### config.mk
export PLATFORM = sky130hd
export DESIGN_NAME = panel_msg_scheduler
export DESIGN_NICKNAME = d
export VERILOG_FILES = /design/src/rtl/panel_msg_scheduler.sv
export SDC_FILE = /design/constraint.sdc
export NUM_CORES = 1
export LEC_CHECK = 0
export BUFFER_PORTS_ARGS = -buffer_cell sky130_fd_sc_hd__buf_4
export CAP_MARGIN = 15
export CELL_PAD_IN_SITES_DETAIL_PLACEMENT = 1
export CELL_PAD_IN_SITES_GLOBAL_PLACEMENT = 1
export CORE_MARGIN = 2
export CORE_UTILIZATION = 35
export DETAILED_ROUTE_END_ITERATION = 8
export HOLD_SLACK_MARGIN = 0.1
export PLACE_DENSITY = 0.81
export SLEW_MARGIN = 10
export SYNTH_ARGS = -nofsm -noshare
export SYNTH_HDL_FRONTEND = slang
export SYNTH_SLANG_ARGS = --single-unit
### constraint.sdc
create_clock -name vga_clk -period 3.6 [get_ports vga_clk]
set_clock_uncertainty 0.05 [all_clocks]
set_input_delay 0.54 -clock vga_clk [delete_from_list [all_inputs] [get_ports vga_clk]]
set_output_delay 0.54 -clock vga_clk [all_outputs]
set_load 0.03 [all_outputs]
### src/rtl/panel_msg_scheduler.sv
// Round-robin scheduler that shares the 13-character text panel between three message sources.
// A granted message is committed only on a frame boundary, held for a minimum number of frames,
// and replaced by a default banner after a period with no requests.
module panel_msg_scheduler #(
    parameter int unsigned  HOLD_FRAMES = 30,
    parameter int unsigned  IDLE_FRAMES = 120,
    parameter logic [103:0] IDLE_STRING = "ORGAN READY  "
) (
    input  logic         vga_clk,
    input  logic         rst,
    input  logic         frame_start,
    input  logic [2:0]   req,
    input  logic [103:0] msg_0,
    input  logic [103:0] msg_1,
    input  logic [103:0] msg_2,
    output logic [2:0]   ack,
    output logic [103:0] panel_string,
    output logic [1:0]   owner,
    output logic         busy,
    output logic         update
);

    typedef enum logic [1:0] {IDLE, WAIT_FRAME, HOLD} state_t;

    localparam logic [7:0] HOLD_INIT = 8'(HOLD_FRAMES);
    localparam logic       IDLE_EN   = (IDLE_FRAMES != 0);
    localparam logic [7:0] IDLE_LAST = (IDLE_FRAMES == 0) ? 8'd0 : 8'(IDLE_FRAMES - 1);

    state_t       state;
    logic [103:0] pend;
    logic [1:0]   pend_id;
    logic [1:0]   rr;
    logic [7:0]   hold_cnt;
    logic [7:0]   idle_cnt;

    logic [1:0]   grant_id;
    logic         grant_any;
    logic [1:0]   scan;
    logic [103:0] grant_msg;

    // Cyclic scan of req starting at the round-robin pointer; first set bit wins.
    always_comb begin
        grant_id  = '0;
        grant_any = 1'b0;
        scan      = '0;
        for (int unsigned k = 0; k < 3; k++) begin
            scan = 2'((32'(rr) + k) % 3);
            if (!grant_any && req[scan]) begin
                grant_any = 1'b1;
                grant_id  = scan;
            end
        end
    end

    always_comb begin
        grant_msg = msg_2;
        case (grant_id)
            2'd0:    grant_msg = msg_0;
            2'd1:    grant_msg = msg_1;
            default: grant_msg = msg_2;
        endcase
    end

    assign busy = (state != IDLE);

    always_ff @(posedge vga_clk) begin
        if (rst) begin
            state        <= IDLE;
            panel_string <= IDLE_STRING;
            owner        <= 2'd3;
            ack          <= '0;
            update       <= 1'b0;
            rr           <= '0;
            hold_cnt     <= '0;
            idle_cnt     <= '0;
            pend         <= '0;
            pend_id      <= '0;
        end else begin
            ack    <= '0;
            update <= 1'b0;
            case (state)
                IDLE: begin
                    // A grant takes priority over any frame_start in the same cycle.
                    if (grant_any) begin
                        pend            <= grant_msg;
                        pend_id         <= grant_id;
                        ack[grant_id]   <= 1'b1;
                        rr              <= (grant_id == 2'd2) ? 2'd0 : grant_id + 2'd1;
                        idle_cnt        <= '0;
                        state           <= WAIT_FRAME;
                    end else if (frame_start) begin
                        if (IDLE_EN && idle_cnt == IDLE_LAST && owner != 2'd3) begin
                            panel_string <= IDLE_STRING;
                            owner        <= 2'd3;
                            update       <= 1'b1;
                            idle_cnt     <= '0;
                        end else if (idle_cnt != 8'hFF) begin
                            idle_cnt <= idle_cnt + 8'd1;
                        end
                    end
                end
                WAIT_FRAME: begin
                    if (frame_start) begin
                        panel_string <= pend;
                        owner        <= pend_id;
                        update       <= 1'b1;
                        hold_cnt     <= HOLD_INIT;
                        state        <= HOLD;
                    end
                end
                HOLD: begin
                    if (frame_start) begin
                        hold_cnt <= hold_cnt - 8'd1;
                        if (hold_cnt == 8'd1) begin
                            idle_cnt <= '0;
                            state    <= IDLE;
                        end
                    end
                end
                default: state <= IDLE;
            endcase
        end
    end

endmodule

==> impl_metrics.ini, run 1 <==
[power]
power.leakage_nw = 6.08
power_density_nw_per_um2 = 726
finalPower_mw = 10.4
ir_drop_mv = 0.434

[final_layout]
n_fill_cell = 3240
diodes = 0
layout.nets = 1769
multi_input_area_um2 = 4800
layout-drive-gt1-share = 0.350
seqCellArea_um2 = 4720
area_delta_synth_final_pct = 43.6
layout.cells.non_filler = 1840

[cts]
cts_tree = yes
post_cts_resized = 0
path_clk_slew_ns = 0.06
cts_buffers = 26
cts.sinks = 236
cts-root-buf = clkbuf_16
htreeDepth = 1
post-cts-setup-buffers = 0
clock_path_buffers = 3
hold_buffers = 0
clkLatencyLatePin_ns = 0.53

[sta]
tns_ns = 0
finalHoldViolCount = 0
holdWs_ns = 0.175
slew_viol_final = 0
post-route-min-period_ns = 3.36
tightestPinTransition_ns = 0.942
finalSetupViolCount = 0
slew_headroom = 0.372
fin_crit_sh = 0.932
rsz0062_at_grt = no
max_freq_ghz = 0.298

[worst_setup_path]
cp.arrival_ns = 3.78
timing.rr.end = pend[39]
critPathLaunchType = register
path_class = reg2reg
crit_path_max_fanout = 47
r2r_start = rr[0]
rr_worst_depth = 9
required_ns = 4.03
r2r_setup_slack_ns = 0.24
end_kind = register

[synth]
netlist_instances = 1069
synth_commonest_cells = dfxtp_1 (236), nand2_1 (86), nand3_1 (78)
synth_async_sr_flop_share = 0
synth_ff_type = dfxtp_1
synth_nets = 1394
avgSynthCellArea_um2 = 9.34
yosys.area.top_type = dfxtp_1
synth_edf_count = 0
seq_area_frac_synth = 0.473
ys_seq_elements = 236
yosysWarnings = 0
synth_most_common_cell = dfxtp_1
synthesis.area_um2 = 9980
synth_area_leaders = dfxtp_1 (47%), a221o_1 (7.6%), a22o_1 (6.7%)
yosysUniqueCellTypes = 61
synth_top_area_share = 0.473

[global_route]
grt_overflow = 0
grt_pass1_wl_um = 62200
antenna_found_initial = 0
grt_max_degree = 84
first_global_vias = 10909
grt_usage = 0.258

[run_status]
outcome = completed

[floorplan]
fp.dieArea_um2 = 29900
ioPinCount = 429
rows = 61
start_util = 0.357
die_x_um = 173
core_area_um2 = 27900
dieHeight_um = 173

[job]
drv_cap = 0

[detailed_routing]
routed_via_density = 5.66
drt_pass1_iterations = 4
dr_total_vias = 10407
wl_um = 40700
antenna_left = 0
wl_per_cell_um = 22.1
drc = 0
drtIter0Drc = 590

[place]
port_buffers = 428
dp.cells = 1793
dp_hpwl_um = 28600
gp_congestion = 0.848

[worst_hold_path]
worstHoldPathCells = 2
hold_path.class = in2reg
worstHoldStart = msg_1[90]
holdPathEnd = pend[90]
[worst max-delay path by stage]
stage / from / endpoint / cells past startpoint
6_report: rr[0] / pend[39] / 9
5_1_grt: rr[0] / pend[39] / 9
4_1_cts: rr[0] / pend[17] / 9
3_5_place_dp: rr[0] / pend[39] / 9
3_3_place_gp: rr[0] / pend[26] / 9
2_1_floorplan: rr[0] / pend[33] / 12
[flip-flops by register name, indices dropped and copies added, names as in the netlist]
register and cells:
owner 2, pend 104, panel_string 104, rr 2, state 2, idle_cnt 8
update 1, ack 3, pend_id 2, hold_cnt 8
[critical path, cell delays in order (launching register included)]
cell and delay (ns):
dfxtp_1 0.34, inv_1 0.11, ha_1 0.37, mux2_4 0.36, mux2i_1 0.34, a31oi_4 0.24
nor2_4 0.51, buf_4 0.57, a22o_1 0.24, a221o_1 0.12
[placed cells by master, fill, tap and decap left out, types with 6 or more instances in the layout]
| cell type | netlist | layout |
|---|---|---|
| nand2_1 | 86 | 86 |
| a221o_1 | 76 | 76 |
| nand2b_1 | 7 | 7 |
| nor2b_1 | 7 | 7 |
| dfxtp_1 | 236 | 236 |
| clkbuf_1 | 59 | 7 |
| a21oi_1 | 40 | 40 |
| nor2_1 | 71 | 69 |
| o21ai_0 | 69 | 69 |
| ha_1 | 7 | 7 |
| o21ai_1 | 8 | 8 |
| inv_1 | 9 | 8 |
| buf_4 | 9 | 448 |
| o22ai_1 | 28 | 28 |
| clkbuf_8 | 0 | 6 |
| clkbuf_16 | 0 | 26 |
| a32oi_1 | 28 | 28 |
| o32a_1 | 9 | 9 |
| nor3_1 | 33 | 33 |
| mux2i_1 | 31 | 31 |
| a22o_1 | 76 | 76 |
| nand3_1 | 78 | 78 |
[cells by family (layout without fill, tap and decap cells)]
kind of cell,count (synthesis),after routing,synth area share
buffers and inverters,114,506,0.0533
DFF,236,236,0.473
adders and majority gates,7,7,0.00877
muxes,35,35,0.0362
and+or+nand+nor,304,305,0.140
AOI/OAI and AO/OA,368,368,0.284
xor gates and xnor gates,5,5,0.00439
[per-stage QoR]
stage	area [um^2]	setup slack, ns	utilization
4_1_cts	14300	0.126	0.513
6_report	14300	0.245	0.513
3_5_place_dp	13400	0.154	0.481
3_3_place_gp	13400	0.362	0.481
5_1_grt	14300	0.0848	0.513
2_1_floorplan	9980	0.877	-
[routing by layer]
metal	track usage	vias up	wire length, um
met5	0	-	0
li1	-	4820	-
met1	0.296	5085	15900
met2	0.475	422	20700
met4	0.0872	0	1320
met3	0.0547	80	2860
[layout make-up]
cell class,instances,share of cell area
inverter,9,0.00236
clock buffer,39,0.0530
multi-input combinational,720,0.335
sequential,236,0.330
timing repair buffer,451,0.239
clock inverter,7,0.00847
tap,378,0.0330
[power by group]
part | switching, mW | leakage (nW) | internal, mW
clock | 1.07 | 0.433 | 1.66
combinational | 2.39 | 3.72 | 1.72
sequential | 0.386 | 1.93 | 3.17
(Power assumes the default switching activity.)
==> run 2, diff against run 1 <==
--- a/config.mk
+++ b/config.mk
@@ -10,10 +10,11 @@
 export CELL_PAD_IN_SITES_DETAIL_PLACEMENT = 1
 export CELL_PAD_IN_SITES_GLOBAL_PLACEMENT = 1
 export CORE_MARGIN = 2
-export CORE_UTILIZATION = 35
+export CORE_UTILIZATION = 37
 export DETAILED_ROUTE_END_ITERATION = 8
 export HOLD_SLACK_MARGIN = 0.1
-export PLACE_DENSITY = 0.81
+export MAX_ROUTING_LAYER = met4
+export PLACE_DENSITY = 0.85
 export SLEW_MARGIN = 10
 export SYNTH_ARGS = -nofsm -noshare
 export SYNTH_HDL_FRONTEND = slang
==> constraint.sdc (replaced) <==
create_clock -name vga_clk -period 4.2 [get_ports vga_clk]
set_clock_uncertainty 0.05 [all_clocks]
set_input_delay 0.63 -clock vga_clk [delete_from_list [all_inputs] [get_ports vga_clk]]
set_output_delay 0.63 -clock vga_clk [all_outputs]
set_load 0.03 [all_outputs]
==> run 2 against run 1 <==
Power fell by 16%. Die area decreased by 5.3%. Final cell count is 2.3% lower. Critical path type unchanged. Cell area down 0.79%. Clock power decreased by 16%. Sequential cell count is the same. Largest power group unchanged.
==> impl_metrics.ini, run 2 (synthesized netlist as in run 1, its figures left out) <==
[final_layout]
top_regs = panel_string (104), pend (104)
finalCoreUtilization = 0.532
layout.cells.non_filler = 1797
layout.nets = 1764
area_delta_synth_final_pct = 42.5
n_fill_cell = 3057
diodes = 0
final_common_cell = buf_4
multi_input_area_um2 = 4790
layout-drive-gt1-share = 0.348
final_cell_mix = buf_4 (442), dfxtp_1 (236), nand2_1 (86)
seqCellArea_um2 = 4720

[power]
power.leakage_nw = 6.04
ir_drop_mv = 0.299
power_density_nw_per_um2 = 618

[detailed_routing]
wl_per_cell_um = 22.6
wl_um = 40700
routed_via_density = 5.82
antenna_left = 0
drt_pass1_iterations = 5
dr_total_vias = 10450
drtIter0Drc = 505
drc = 0

[global_route]
grt_max_degree = 135
grt_usage = 0.284
antenna_found_initial = 0
first_global_vias = 10999
grt_overflow = 0
grt_pass1_wl_um = 62000

[cts]
post_cts_resized = 0
hold_buffers = 0
cts.sinks = 236
post-cts-setup-buffers = 0
path_clk_slew_ns = 0.06
cts-root-buf = clkbuf_16
cts_tree = yes
clkLatencyLatePin_ns = 0.54
clock_path_buffers = 3
htreeDepth = 1
cts_buffers = 27

[floorplan]
core_area_um2 = 26700
die_x_um = 168
rows = 60
ioPinCount = 429
start_util = 0.373
dieHeight_um = 168
fp.dieArea_um2 = 28300

[place]
dp.cells = 1751
gp_congestion = 0.915
dp_hpwl_um = 28400
preCtsSetupSlack_ns = 0.763
port_buffers = 428

[sta]
fin_crit_sh = 0.833
slew_headroom = 0.372
rsz0062_at_grt = no
tns_ns = 0
tightestPinTransition_ns = 0.941
post-route-min-period_ns = 3.50
layout_setup_ws_ns = 0.700
slew_viol_final = 0
finalSetupViolCount = 0
finalHoldViolCount = 0
max_freq_ghz = 0.286

[worst_setup_path]
crit_path_max_fanout = 40
crit_path_top_delay_cell = nor4_1
max_stage_delay_ns = 0.61
timing.rr.end = pend[95]
required_ns = 4.57
end_kind = register
path_cells = inv_1 -> ha_1 -> mux2i_1 -> o22ai_2 -> nor4_1 -> a211oi_4 -> and2_2 -> buf_12 -> a221o_1
endpoint = pend[95]
r2r_setup_slack_ns = 0.70
r2r_start = rr[0]
cp.arrival_ns = 3.87
cp-startpoint = rr[0]
critPathLaunchType = register
path_class = reg2reg
rr_worst_depth = 9

[worst_hold_path]
hold_path.class = in2reg

[run_status]
outcome = completed

[job]
drv_cap = 0
==> run 2: worst min-delay path by stage <==
stage,start,endpoint,slack (ns),cells after the start
2_1_floorplan,pend[83],panel_string[83],0.39,2
4_1_cts,msg_1[27],pend[27],0.24,2
6_report,msg_1[27],pend[27],0.26,2
3_3_place_gp,panel_string[83],panel_string[83],0.39,2
3_5_place_dp,panel_string[84],panel_string[84],0.40,2
5_1_grt,msg_2[90],pend[90],0.25,2
==> run 2: through the flow <==
step	power (mW)	hold WS [ns]	cell area [um^2]
5_1_grt	9.23	0.254	14200
4_1_cts	8.83	0.237	14200
6_report	8.79	0.263	14200
3_5_place_dp	6.51	0.395	13400
3_3_place_gp	6.35	0.387	13400
2_1_floorplan	5.39	0.387	9980
==> run 2: area by class of cell <==
class / instances / area share
timing repair buffer: 446 / 0.239
clock inverter: 7 / 0.00484
sequential: 236 / 0.332
clock buffer: 39 / 0.0549
multi-input combinational: 719 / 0.337
tap: 341 / 0.0300
inverter: 9 / 0.00238
==> run 2: worst max-delay path, delay by kind of cell (launching register included) <==
family,cells,cell delay (ns)
and+or+nand+nor,2,1.09
buffers and inverters,2,0.41
muxes,1,0.30
DFF,1,0.39
adders and majority gates,1,0.43
AOI/OAI and AO/OA,3,0.62
==> run 2: layer usage <==
layer / vias to the layer above / part of all wire / track usage
li1: 4800 / - / -
met1: 5187 / 0.39 / 0.322
met2: 385 / 0.51 / 0.509
met3: 78 / 0.065 / 0.0531
met4: 0 / 0.030 / 0.0847
met5: - / 0 / -
==> run 2: power by group <==
part | switching (mW) | internal [mW] | total, mW
clock network | 0.947 | 1.34 | 2.29
logic | 1.99 | 1.46 | 3.45
registers | 0.330 | 2.72 | 3.05
==> run 3, diff against run 2 <==
--- a/config.mk
+++ b/config.mk
@@ -10,11 +10,11 @@
 export CELL_PAD_IN_SITES_DETAIL_PLACEMENT = 1
 export CELL_PAD_IN_SITES_GLOBAL_PLACEMENT = 1
 export CORE_MARGIN = 2
-export CORE_UTILIZATION = 37
+export CORE_UTILIZATION = 31
 export DETAILED_ROUTE_END_ITERATION = 8
 export HOLD_SLACK_MARGIN = 0.1
 export MAX_ROUTING_LAYER = met4
-export PLACE_DENSITY = 0.85
+export PLACE_DENSITY = 0.76
 export SLEW_MARGIN = 10
 export SYNTH_ARGS = -nofsm -noshare
 export SYNTH_HDL_FRONTEND = slang
==> constraint.sdc (replaced) <==
create_clock -name vga_clk -period 3.2 [get_ports vga_clk]
set_clock_uncertainty 0.05 [all_clocks]
set_input_delay 0.48 -clock vga_clk [delete_from_list [all_inputs] [get_ports vga_clk]]
set_output_delay 0.48 -clock vga_clk [all_outputs]
set_load 0.03 [all_outputs]
==> run 3 against run 2 <==
Via count grew 5.1%. Utilization shrank 3.2 points. Hold slack lost 0.15 ns. Count of clock-buffer cells in the layout grew 5. Critical endpoint is now pend[93]. Global-route usage shrank 2.2 points. Clock power grew 38%. Cell area grew 11%. Die area grew 19%. Power grew 40%. Non-clock buffer count grew 137.
==> impl_metrics.ini, run 3 (synthesized netlist as in run 1, its figures left out) <==
[run_status]
outcome = completed

[detailed_routing]
wl_um = 45300
drt_pass1_iterations = 4
drc = 0
wl_per_cell_um = 22.6
routed_via_density = 5.48
drtIter0Drc = 512
dr_total_vias = 10980
antenna_left = 0

[cts]
clock_path_buffers = 3
cts_tree = yes
htreeDepth = 1
cts.sinks = 236
path_clk_slew_ns = 0.06
cts-root-buf = clkbuf_16
clkLatencyLatePin_ns = 0.54
cts_buffers = 28

[global_route]
first_global_vias = 11758
grt_pass1_wl_um = 67100
grt_max_degree = 79
grt_usage = 0.262
grt_overflow = 0
antenna_found_initial = 3

[sta]
post-route-min-period_ns = 3.09
finalSetupViolCount = 0
slew_headroom = 0.533
fin_crit_sh = 0.966
rsz0062_at_grt = yes
finalHoldViolCount = 0
tightestPinTransition_ns = 0.700
tns_ns = 0
max_freq_ghz = 0.323
slew_viol_final = 0

[final_layout]
final_common_cell = buf_4
top_regs = panel_string (104), pend (104)
layout-drive-gt1-share = 0.338
area_delta_synth_final_pct = 58.4
layout.nets = 1903
final_cell_mix = buf_4 (458), dfxtp_1 (236), dlygate4sd3_1 (111)

[worst_setup_path]
cp.arrival_ns = 3.46
path_class = reg2reg
required_ns = 3.57
end_kind = register
r2r_setup_slack_ns = 0.11
crit_path_max_fanout = 36
critPathLaunchType = register

[power]
power.leakage_nw = 6.70
power_frac_seq = 0.326
ir_drop_mv = 0.485
p_sw_mw = 4.59
p_sw_frac = 0.373
intPower_mw = 7.73
finalPower_mw = 12.3
power.share.combinational = 0.417
pwr-share-clk = 0.257
power_density_nw_per_um2 = 779

[floorplan]
die_x_um = 183
fp.dieArea_um2 = 33600
rows = 65
ioPinCount = 429
core_area_um2 = 31600
dieHeight_um = 183
start_util = 0.315

[place]
port_buffers = 428
dp_hpwl_um = 29400
gp_congestion = 0.855

[job]
drv_cap = 0

[worst_hold_path]
hold_path.class = in2reg
==> run 3: cell types whose count changed in the layout (fill, tap and decap cells not counted), moves of 2 or more <==
cell	previous run	this run
buf_12	3	10
buf_4	442	458
buf_6	0	3
clkbuf_16	27	29
clkbuf_8	6	9
clkinv_2	3	5
clkinvlp_4	2	0
diode_2	0	3
dlygate4sd3_1	0	111
==> run 3: worst paths after layout <==
check                                 startpoint                to  depth (start not counted)
worst max-delay path                       rr[0]          pend[93]                          9
worst min-delay path                    msg_2[7]           pend[7]                          2
worst max register to register             rr[0]          pend[93]                          9
worst min register to register  panel_string[83]  panel_string[83]                          2
==> run 3: cell type report <==
cell class	instances	area [um^2]
Clock buffer	44	862
Clock inverter	5	50.0
Sequential cell	236	4720
Tap cell	402	503
Timing Repair Buffer	583	4800
Multi-Input combinational cell	720	4830
Inverter	9	35.0
Antenna cell	3	7.51
Fill cell	3523	15800
==> run 3: worst max-delay path, stage by stage, from the launching register on <==
cell and delay, ns:
dfxtp_1 0.34, inv_1 0.10, ha_1 0.40, mux2_4 0.36
mux2_2 0.32, o311ai_4 0.46, nor3_4 0.12, buf_6 0.21
a22o_1 0.29, a221o_1 0.27
==> run 3: layer usage <==
layer  share of wire  GRT usage  vias to the layer above  wire length [um]
met5               0          -                        -                 0
met4           0.051      0.118                        0              2310
met3           0.068     0.0553                      115              3090
met2            0.49      0.454                      473             22200
met1            0.39      0.290                     5307             17700
li1                -          -                     5085                 -
==> run 3: power by group through the flow <==
stage	clock (mW)	combinational, mW	sequential, mW
after floorplan	0	2.98	4.10
after global placement	0	4.64	4.03
after detailed placement	0	4.80	4.04
after CTS	3.25	5.03	3.99
after global routing	3.37	5.52	4.07
final	3.17	5.14	4.01
==> run 3: per-stage QoR <==
step           area [um^2]  std cells  hold WS [ns]  worst slack [ns]   util
3_5_place_dp         13600       1831         0.394            -0.211  0.431
6_report             15800       2002         0.117             0.109  0.500
3_3_place_gp         13600       1831         0.388           -0.0624  0.431
5_1_grt              15800       2002         0.106           -0.0143  0.500
2_1_floorplan         9980       1069         0.387             0.477      -
4_1_cts              15700       1998         0.100            0.0144  0.498
==> run 3: repair_timing <==
action                                  4_1_cts  5_1_grt
resized for setup                             1        9
gates cloned                                  1        0
setup buffers                                 6        1
hold endpoints to repair                     60        0
pin swaps                                     2        1
hold buffers                                111        0
endpoints found under the setup margin       43      105
